$ cat src/rtl/pc16_pkg.sv
// Shared types and defaults for the pc16 program counter.
package pc16_pkg;

    localparam int unsigned PC_WIDTH        = 16;
    localparam logic [15:0] PC_RESET_VECTOR = 16'h0000;
    localparam int unsigned HIST_DEPTH      = 4;
    localparam int unsigned HIST_PTR_W      = 2;

    typedef enum logic [1:0] {
        IDLE = 2'd0,
        RUN  = 2'd1,
        HALT = 2'd2
    } state_t;

endpackage

$ cat src/rtl/register16.sv
// WIDTH-bit register with load enable and async active-low clear to CLR_VAL.
module register16 #(
    parameter int unsigned      WIDTH   = 16,
    parameter logic [WIDTH-1:0] CLR_VAL = '0
) (
    input  logic             clk,
    input  logic             rst_n,
    input  logic             en,
    input  logic [WIDTH-1:0] d,
    output logic [WIDTH-1:0] q
);

    always_ff @(posedge clk or negedge rst_n) begin
        if (!rst_n) begin
            q <= CLR_VAL;
        end else if (en) begin
            q <= d;
        end
    end

endmodule

$ cat src/rtl/pc16.sv
// Hack program counter with fetch stall handshake and jump-to-self halt detection.
// Optional load-history ring buffer enabled by defining PC16_HIST_EN.
module pc16
    import pc16_pkg::*;
#(
    parameter int unsigned      WIDTH        = PC_WIDTH,
    parameter logic [WIDTH-1:0] RESET_VECTOR = WIDTH'(PC_RESET_VECTOR),
    parameter bit               HALT_DETECT  = 1'b1
) (
    input  logic             clk,
    input  logic             rst_n,
    input  logic [WIDTH-1:0] in,
    input  logic             load,
    input  logic             inc,
    input  logic             reset,
    output logic [WIDTH-1:0] out,
    output logic             out_valid,
    input  logic             out_ready,
    output logic             halted
`ifdef PC16_HIST_EN
   ,input  logic [HIST_PTR_W-1:0] hist_idx,
    output logic [WIDTH-1:0]      hist_data
`endif
);

    state_t           state_q;
    state_t           state_d;
    logic             rel_q;
    logic             out_en;
    logic [WIDTH-1:0] out_d;
    logic             hist_wr;

    register16 #(
        .WIDTH   (WIDTH),
        .CLR_VAL (RESET_VECTOR)
    ) u_pc_reg (
        .clk   (clk),
        .rst_n (rst_n),
        .en    (out_en),
        .d     (out_d),
        .q     (out)
    );

    // rel_q marks the edge that takes reset release; IDLE leaves only after it.
    always_ff @(posedge clk or negedge rst_n) begin
        if (!rst_n) begin
            state_q   <= IDLE;
            rel_q     <= 1'b0;
            out_valid <= 1'b0;
            halted    <= 1'b0;
        end else begin
            state_q   <= state_d;
            rel_q     <= 1'b1;
            out_valid <= (state_d == RUN);
            halted    <= (state_d == HALT);
        end
    end

    always_comb begin
        state_d = state_q;
        out_en  = 1'b0;
        out_d   = out;
        hist_wr = 1'b0;
        case (state_q)
            IDLE: begin
                if (rel_q) begin
                    state_d = RUN;
                end
            end
            RUN: begin
                // out_valid is 1 throughout RUN, so out_ready alone qualifies acceptance.
                if (out_ready) begin
                    if (reset) begin
                        out_en = 1'b1;
                        out_d  = RESET_VECTOR;
                    end else if (load) begin
                        if (HALT_DETECT && (in == out)) begin
                            state_d = HALT;
                        end else begin
                            out_en  = 1'b1;
                            out_d   = in;
                            hist_wr = 1'b1;
                        end
                    end else if (inc) begin
                        out_en = 1'b1;
                        out_d  = out + WIDTH'(1);
                    end
                end
            end
            HALT: begin
                if (reset) begin
                    state_d = RUN;
                    out_en  = 1'b1;
                    out_d   = RESET_VECTOR;
                end
            end
            default: begin
                state_d = IDLE;
            end
        endcase
    end

`ifdef PC16_HIST_EN
    logic [WIDTH-1:0]      hist_q [HIST_DEPTH];
    logic [HIST_PTR_W-1:0] wr_ptr;
    logic [HIST_PTR_W-1:0] rd_ptr;

    // Ring of pre-load addresses; wr_ptr points at the slot to be overwritten next.
    always_ff @(posedge clk or negedge rst_n) begin
        if (!rst_n) begin
            for (int i = 0; i < HIST_DEPTH; i++) begin
                hist_q[i] <= RESET_VECTOR;
            end
            wr_ptr <= '0;
        end else if (hist_wr) begin
            hist_q[wr_ptr] <= out;
            wr_ptr         <= wr_ptr + HIST_PTR_W'(1);
        end
    end

    assign rd_ptr    = wr_ptr - HIST_PTR_W'(1) - hist_idx;
    assign hist_data = hist_q[rd_ptr];
`else
    logic unused_hist_wr;
    assign unused_hist_wr = hist_wr;
`endif

endmodule

$ cat config.mk
export PLATFORM = sky130hd
export DESIGN_NAME = pc16
export DESIGN_NICKNAME = d
export VERILOG_FILES = /design/src/rtl/pc16_pkg.sv /design/src/rtl/register16.sv /design/src/rtl/pc16.sv
export SDC_FILE = /design/constraint.sdc
export NUM_CORES = 1
export LEC_CHECK = 0
export ABC_AREA = 1
export ABC_CLOCK_PERIOD_IN_PS = 1900
export BUFFER_PORTS_ARGS = -buffer_cell sky130_fd_sc_hd__buf_2
export CORE_MARGIN = 2
export CORE_UTILIZATION = 54
export DETAILED_ROUTE_END_ITERATION = 8
export PLACE_DENSITY_LB_ADDON = 0.15
export SYNTH_ARGS = -nofsm -noshare
export SYNTH_HDL_FRONTEND = slang
export SYNTH_SLANG_ARGS = --single-unit
$ cat constraint.sdc
create_clock -name clk -period 1.9 [get_ports clk]
set_input_delay 0.095 -clock clk [delete_from_list [all_inputs] [get_ports clk]]
set_output_delay 0.095 -clock clk [all_outputs]
set_load 0.02 [all_outputs]
==> flow_summary.toml, run 1 <==
[timing]
drv_slew = 0
finalCriticalPeriod_ns = 1.74
setup_ws_ns = 0.158
fin_crit_sh = 0.917
holdWs_ns = 0.122
rsz0062_at_grt = "true"
worst_pin_slew_ns = 0.505
slew-limit-headroom = 0.663
fin_worst_skew_ns = 0.00565
hold_viol_final = 0
max_clock_freq_mhz = 574
setup_violations = 0

[placement]
portBuffers = 39
place_ws_ns = 0.0588
hpwlAfterDp_mm = 3.24
gp_congestion = 0.844
post_dp_cell_area_sq_um = 2070

[clock_tree]
cts_tree = "yes"
clkTransAtPathRegs_ns = 0.13
clock-sinks = 21
cts_max_level = 1
clk_latency_ns = 0.31
ctsRootBufferMaster = "clkbuf_4"
cts_buffer_depth = 2
numCtsBuffers = 3

[floorplan]
rows = 21
ioPinCount = 40
fp.coreArea_sq_um = 3280
die_x_microns = 62.0
dieArea_sq_um = 3840
start_util = 0.552
die_y_microns = 62.0

[synthesis]
synthCells = 307
yosys.area_share.adder = 0.0345
ys_seq_area_frac = 0.290
ys_types = 27
ys_seq_elements = 21
synth_area_sq_um = 1810
async_reset_ff_frac = 1.00
synth_mux_area_frac = 0
synth_edf_count = 0
synth_compound_area_frac = 0.134
synth_top_family_by_area = "simple AND/OR/NAND/NOR gates"
yosysWarnings = 0
synthFlopType = "dfrtp_1"
syn-mean-instance-area_sq_um = 5.91
syn-num-nets = 334
synth_simple_gate_area_frac = 0.410
synth_xor_area_frac = 0.00483

[detailed_routing]
first_pass_iters = 4
top_layer = "met4"
wl_met3_microns = 195
ant_nets = 0
drc = 0
via_count = 1938
routedLengthMet1_mm = 2.10
routed_wl_mm = 4.35
wl_per_cell_microns = 10.9
drt_iter0_drc = 106
routed_via_density = 4.85
wl_met2_mm = 2.00

[final_layout]
drive_above_1_share = 0.220
final_core_util = 0.656
area_growth_pct = 18.8
layout.nets = 382
postLayoutCellArea_sq_um = 2160
diodes = 0

[global_route]
antenna_found_initial = 0
grt_pass1_vias = 1613
grt_max_degree = 25
grtUsageTotal = 0.241
grt_pass1_wl_mm = 6.93
grt_overflow_total = 0

[setup_path]
path_max_fanout = 24
end_kind = "flip-flop"
cp.required_ns = 2.13
cp-start-kind = "flip-flop"
arrival_ns = 1.97
path_class = "flip-flop to flip-flop"

[min_path]
hp-class = "primary input to flip-flop"

[job]
cap_violations = 0

[run_status]
status = "finished clean"

[power_and_ir_drop]
power_density_nw_per_um2 = 1100
ir_drop_v = 0.000651
p_leak_nw = 1.16
layer usage:
metal / global-route usage / vias up
met5: 0 / -
met4: 0.0851 / 0
met3: 0.0269 / 7
met2: 0.384 / 47
met1: 0.339 / 850
li1: - / 1034
worst max-delay path, stage by stage (launching register included):
cell and delay [ns]:
dfrtp_1 0.47, inv_1 0.08, nand2_1 0.06, nand2_1 0.05, nor2_1 0.09, nand2_1 0.09
nor2_2 0.10, nand2_1 0.07, o21bai_2 0.19, nand2_2 0.12, nand2_8 0.18, nand2_1 0.07
o21ai_0 0.07
synth_stat cells, drive strengths merged (2+ instances only):
library cell  number  share of area
a21oi             11          0.030
o21ai             25          0.077
buf                3          0.019
ha                 5          0.034
inv               49           0.10
o22ai              3          0.010
nand2            135           0.29
dfrtp             21           0.29
nor3               3         0.0083
nor2              29          0.064
nand3             12          0.033
nand4              2         0.0069
area by class of cell:
cell class | count | area [sq um]
inverter | 50 | 188
tap | 46 | 57.6
fill | 322 | 1130
clock buffer | 4 | 26.3
timing repair buffer | 47 | 258
sequential | 21 | 533
multi-input combinational | 232 | 1090
cells by family after synthesis:
logic type,Yosys count
xor gates and xnor gates,1
and+or+nand+nor,183
buffers and inverters,54
AOI/OAI and AO/OA,42
DFF,21
other,1
adders and majority gates,5
repair_timing:
action,CTS,global route
gates resized for setup,0,13
endpoints found under the hold margin,21,0
buffers inserted,0,2
hold buffers,1,0
endpoints found under the setup margin,0,16
final timing paths:
| path | slack [ns] | endpoint | startpoint | cells past startpoint |
|---|---|---|---|---|
| setup / recovery | 0.16 | u_pc_reg.q[2] | u_pc_reg.q[11] | 12 |
| hold reg to reg | 0.56 | u_pc_reg.q[15] | u_pc_reg.q[15] | 2 |
| setup reg to reg | 0.16 | u_pc_reg.q[2] | u_pc_reg.q[11] | 12 |
| max in group asynchronous | 1.24 | u_pc_reg.q[5] | rst_n | 2 |
| min in group asynchronous | 0.29 | state_q[0] | rst_n | 2 |
| hold / removal | 0.12 | u_pc_reg.q[10] | in[10] | 5 |
cell usage in the layout (no fill, tap or decap), drive strengths merged, types with 2 or more instances in the layout:
master	instances
nand2	135
inv	49
buf	46
nor2	29
o21ai	25
dfrtp	21
nand3	12
a21oi	11
ha	5
clkbuf	4
o22ai	3
nor3	3
nand4	2
power breakdown:
part           switching [W]  internal, W
registers           0.000230     0.000623
clock network       0.000147    0.0000820
logic               0.000821     0.000477
total                0.00120      0.00118
registers in the layout, summed over array words and instances, names as in the netlist:
name and cells:
out_valid 1, u_pc_reg.q 16, rel_q 1, state_q 2, halted 1
per-stage QoR:
step | instances | TNS [ns] | total power (W)
3_3_place_gp | 393 | 0 | 0.00206
5_1_grt | 400 | -0.0255 | 0.00263
4_1_cts | 398 | 0 | 0.00231
2_1_floorplan | 307 | 0 | 0.00173
6_report | 400 | 0 | 0.00238
3_5_place_dp | 393 | 0 | 0.00208
(Power assumes the default switching activity.)
==> run 2: changes to the inputs <==
--- a/config.mk
+++ b/config.mk
@@ -12,5 +12,5 @@
 export CORE_UTILIZATION = 54
 export DETAILED_ROUTE_END_ITERATION = 8
-export PLACE_DENSITY_LB_ADDON = 0.15
+export PLACE_DENSITY = 0.91
 export SYNTH_ARGS = -nofsm -noshare
 export SYNTH_HDL_FRONTEND = slang
==> constraint.sdc (replaced) <==
create_clock -name clk -period 1.9 [get_ports clk]
set_input_delay 0.38 -clock clk [delete_from_list [all_inputs] [get_ports clk]]
set_output_delay 0.38 -clock clk [all_outputs]
set_load 0.02 [all_outputs]
==> run 2 against run 1 <==
Against the previous run: global-route usage increased by 0.50 points; combinational power about the same; clock power increased by 3%; final area increased by 0.12%; critical path depth unchanged; sequential cell count unchanged; maximum frequency decreased by 3.7%; via count increased by 3.4%; die area unchanged; sequential share of layout area about the same; highest routed layer unchanged.
==> flow_summary.toml, run 2 (same netlist as run 1, synthesis figures left out) <==
[run_status]
status = "finished clean"

[final_layout]
n_fill_cell = 303
final_cell_mix = "nand2_1 (129), inv_1 (46), buf_2 (39)"
largest_reg_flops = 16
final_core_util = 0.657
area_growth_pct = 19.0
regMostFlops = "u_pc_reg.q"
largest_registers = "u_pc_reg.q: 16 flops, state_q: 2 flops"
layout.cells.most_common = "nand2_1"
layout.nets = 382
diodes = 0
drive_above_1_share = 0.229

[detailed_routing]
ant_nets = 0
wl_per_cell_microns = 11.6
drt_iter0_drc = 162
routed_via_density = 5.01
drc = 0
first_pass_iters = 4
routed_wl_mm = 4.64
via_count = 2004

[power_and_ir_drop]
power_w = 0.00242
clockPowerShare = 0.097
p_sw_w = 0.00124
ir_drop_v = 0.000626
power_density_nw_per_um2 = 1120
p_int_w = 0.00118
swShare = 0.512
p_comb_frac = 0.545
p_leak_nw = 1.17
p_seq_frac = 0.358

[timing]
rsz0062_at_grt = "true"
finalCriticalPeriod_ns = 1.81
drv_slew = 0
worst_pin_slew_ns = 0.513
setup_violations = 0
slew-limit-headroom = 0.658
hold_viol_final = 0
holdWs_ns = 0.00378
fin_crit_sh = 0.952
max_clock_freq_mhz = 553
fin_worst_skew_ns = 0.0197
setup_ws_ns = 0.0904

[clock_tree]
clock-sinks = 21
clk_latency_ns = 0.33
cts_max_level = 1
ctsRootBufferMaster = "clkbuf_4"
hold_buffers = 0
clkTransAtPathRegs_ns = 0.14
numCtsBuffers = 3
cts_buffer_depth = 2
cts_tree = "yes"

[setup_path]
end_kind = "flip-flop"
cp-start-kind = "flip-flop"
r2r_start = "u_pc_reg.q[6]"
arrival_ns = 2.08
worstRegToRegCells = 12
path_max_fanout = 24
r2r_setup_slack_ns = 0.09
cp.required_ns = 2.17
r2r_end = "u_pc_reg.q[13]"
path_class = "flip-flop to flip-flop"
worstSetupStartpoint = "u_pc_reg.q[6]"

[placement]
hpwlAfterDp_mm = 3.28
gp_congestion = 0.954
portBuffers = 39
place_ws_ns = 0.0632

[global_route]
use_met1 = 0.313
grt_use_met2 = 0.421
gr-usage-met3 = 0.0269
antenna_found_initial = 0
grt_max_degree = 25
grt_pass1_vias = 1765
grt_overflow_total = 0
grt_pass1_wl_mm = 7.16
grtUsageTotal = 0.246
grt-busiest-layer = "met2"

[floorplan]
start_util = 0.552
rows = 21
die_x_microns = 62.0
dieArea_sq_um = 3840
die_y_microns = 62.0
ioPinCount = 40
fp.coreArea_sq_um = 3280

[min_path]
hp-class = "primary input to async pin"

[job]
cap_violations = 0
==> run 2: cell count changes in the layout (fill, tap and decap cells not counted), sizes merged <==
cell         change
buf              +1
dlygate4sd3      -1
==> run 2: timing repair <==
action / CTS / global route
resized for setup: 0 / 16
buffers inserted: 0 / 3
setup endpoints to repair: 0 / 16
==> run 2: final cells by class <==
class	instances	area, sq um	share of cell area
well taps	46	57.6	0.0267
repair buffers	47	255	0.118
flip-flops and latches	21	534	0.248
clock buffers	4	26.3	0.0122
inverters	50	188	0.0870
multi-input cells	232	1100	0.508
==> run 2: stage by stage <==
stage | area [sq um] | std cells | setup TNS [ns]
after floorplan | 1810 | 307 | 0
after global placement | 2070 | 393 | 0
after detailed placement | 2070 | 393 | 0
after CTS | 2090 | 397 | 0
after global routing | 2160 | 400 | -0.247
final | 2160 | 400 | 0
==> run 2: worst max-delay path, stage by stage, from the launching register on <==
cell      delay, ns
dfrtp_1        0.49
inv_2          0.07
nand2_1        0.06
nand2_1        0.05
nor2_1         0.09
nand2_1        0.08
nor2_2         0.12
nand2_1        0.10
o21bai_2       0.19
nand2_2        0.12
nand2_8        0.18
nand2_1        0.09
nand2_1        0.10
==> run 2: worst max path at each step <==
stage / slack (ns) / endpoint
CTS: 0.03 / u_pc_reg.q[12]
floorplan: 0.16 / u_pc_reg.q[12]
global placement: 0.06 / u_pc_reg.q[12]
finish: 0.09 / u_pc_reg.q[13]
detailed placement: 0.06 / u_pc_reg.q[12]
global route: -0.05 / u_pc_reg.q[1]
==> run 2: power groups by stage <==
| stage | combinational (W) | sequential, W | clock [W] |
|---|---|---|---|
| 6_report | 0.00132 | 0.000867 | 0.000236 |
| 5_1_grt | 0.00149 | 0.000902 | 0.000259 |
| 4_1_cts | 0.00122 | 0.000856 | 0.000231 |
| 3_5_place_dp | 0.00122 | 0.000864 | 0 |
| 3_3_place_gp | 0.00119 | 0.000853 | 0 |
| 2_1_floorplan | 0.000717 | 0.00101 | 0 |
==> run 2: metal layers <==
layer / vias to the layer above / routed length, microns
met2: 67 / 2230
met5: - / 0
li1: 1031 / -
met3: 12 / 294
met1: 894 / 2020
met4: 0 / 91
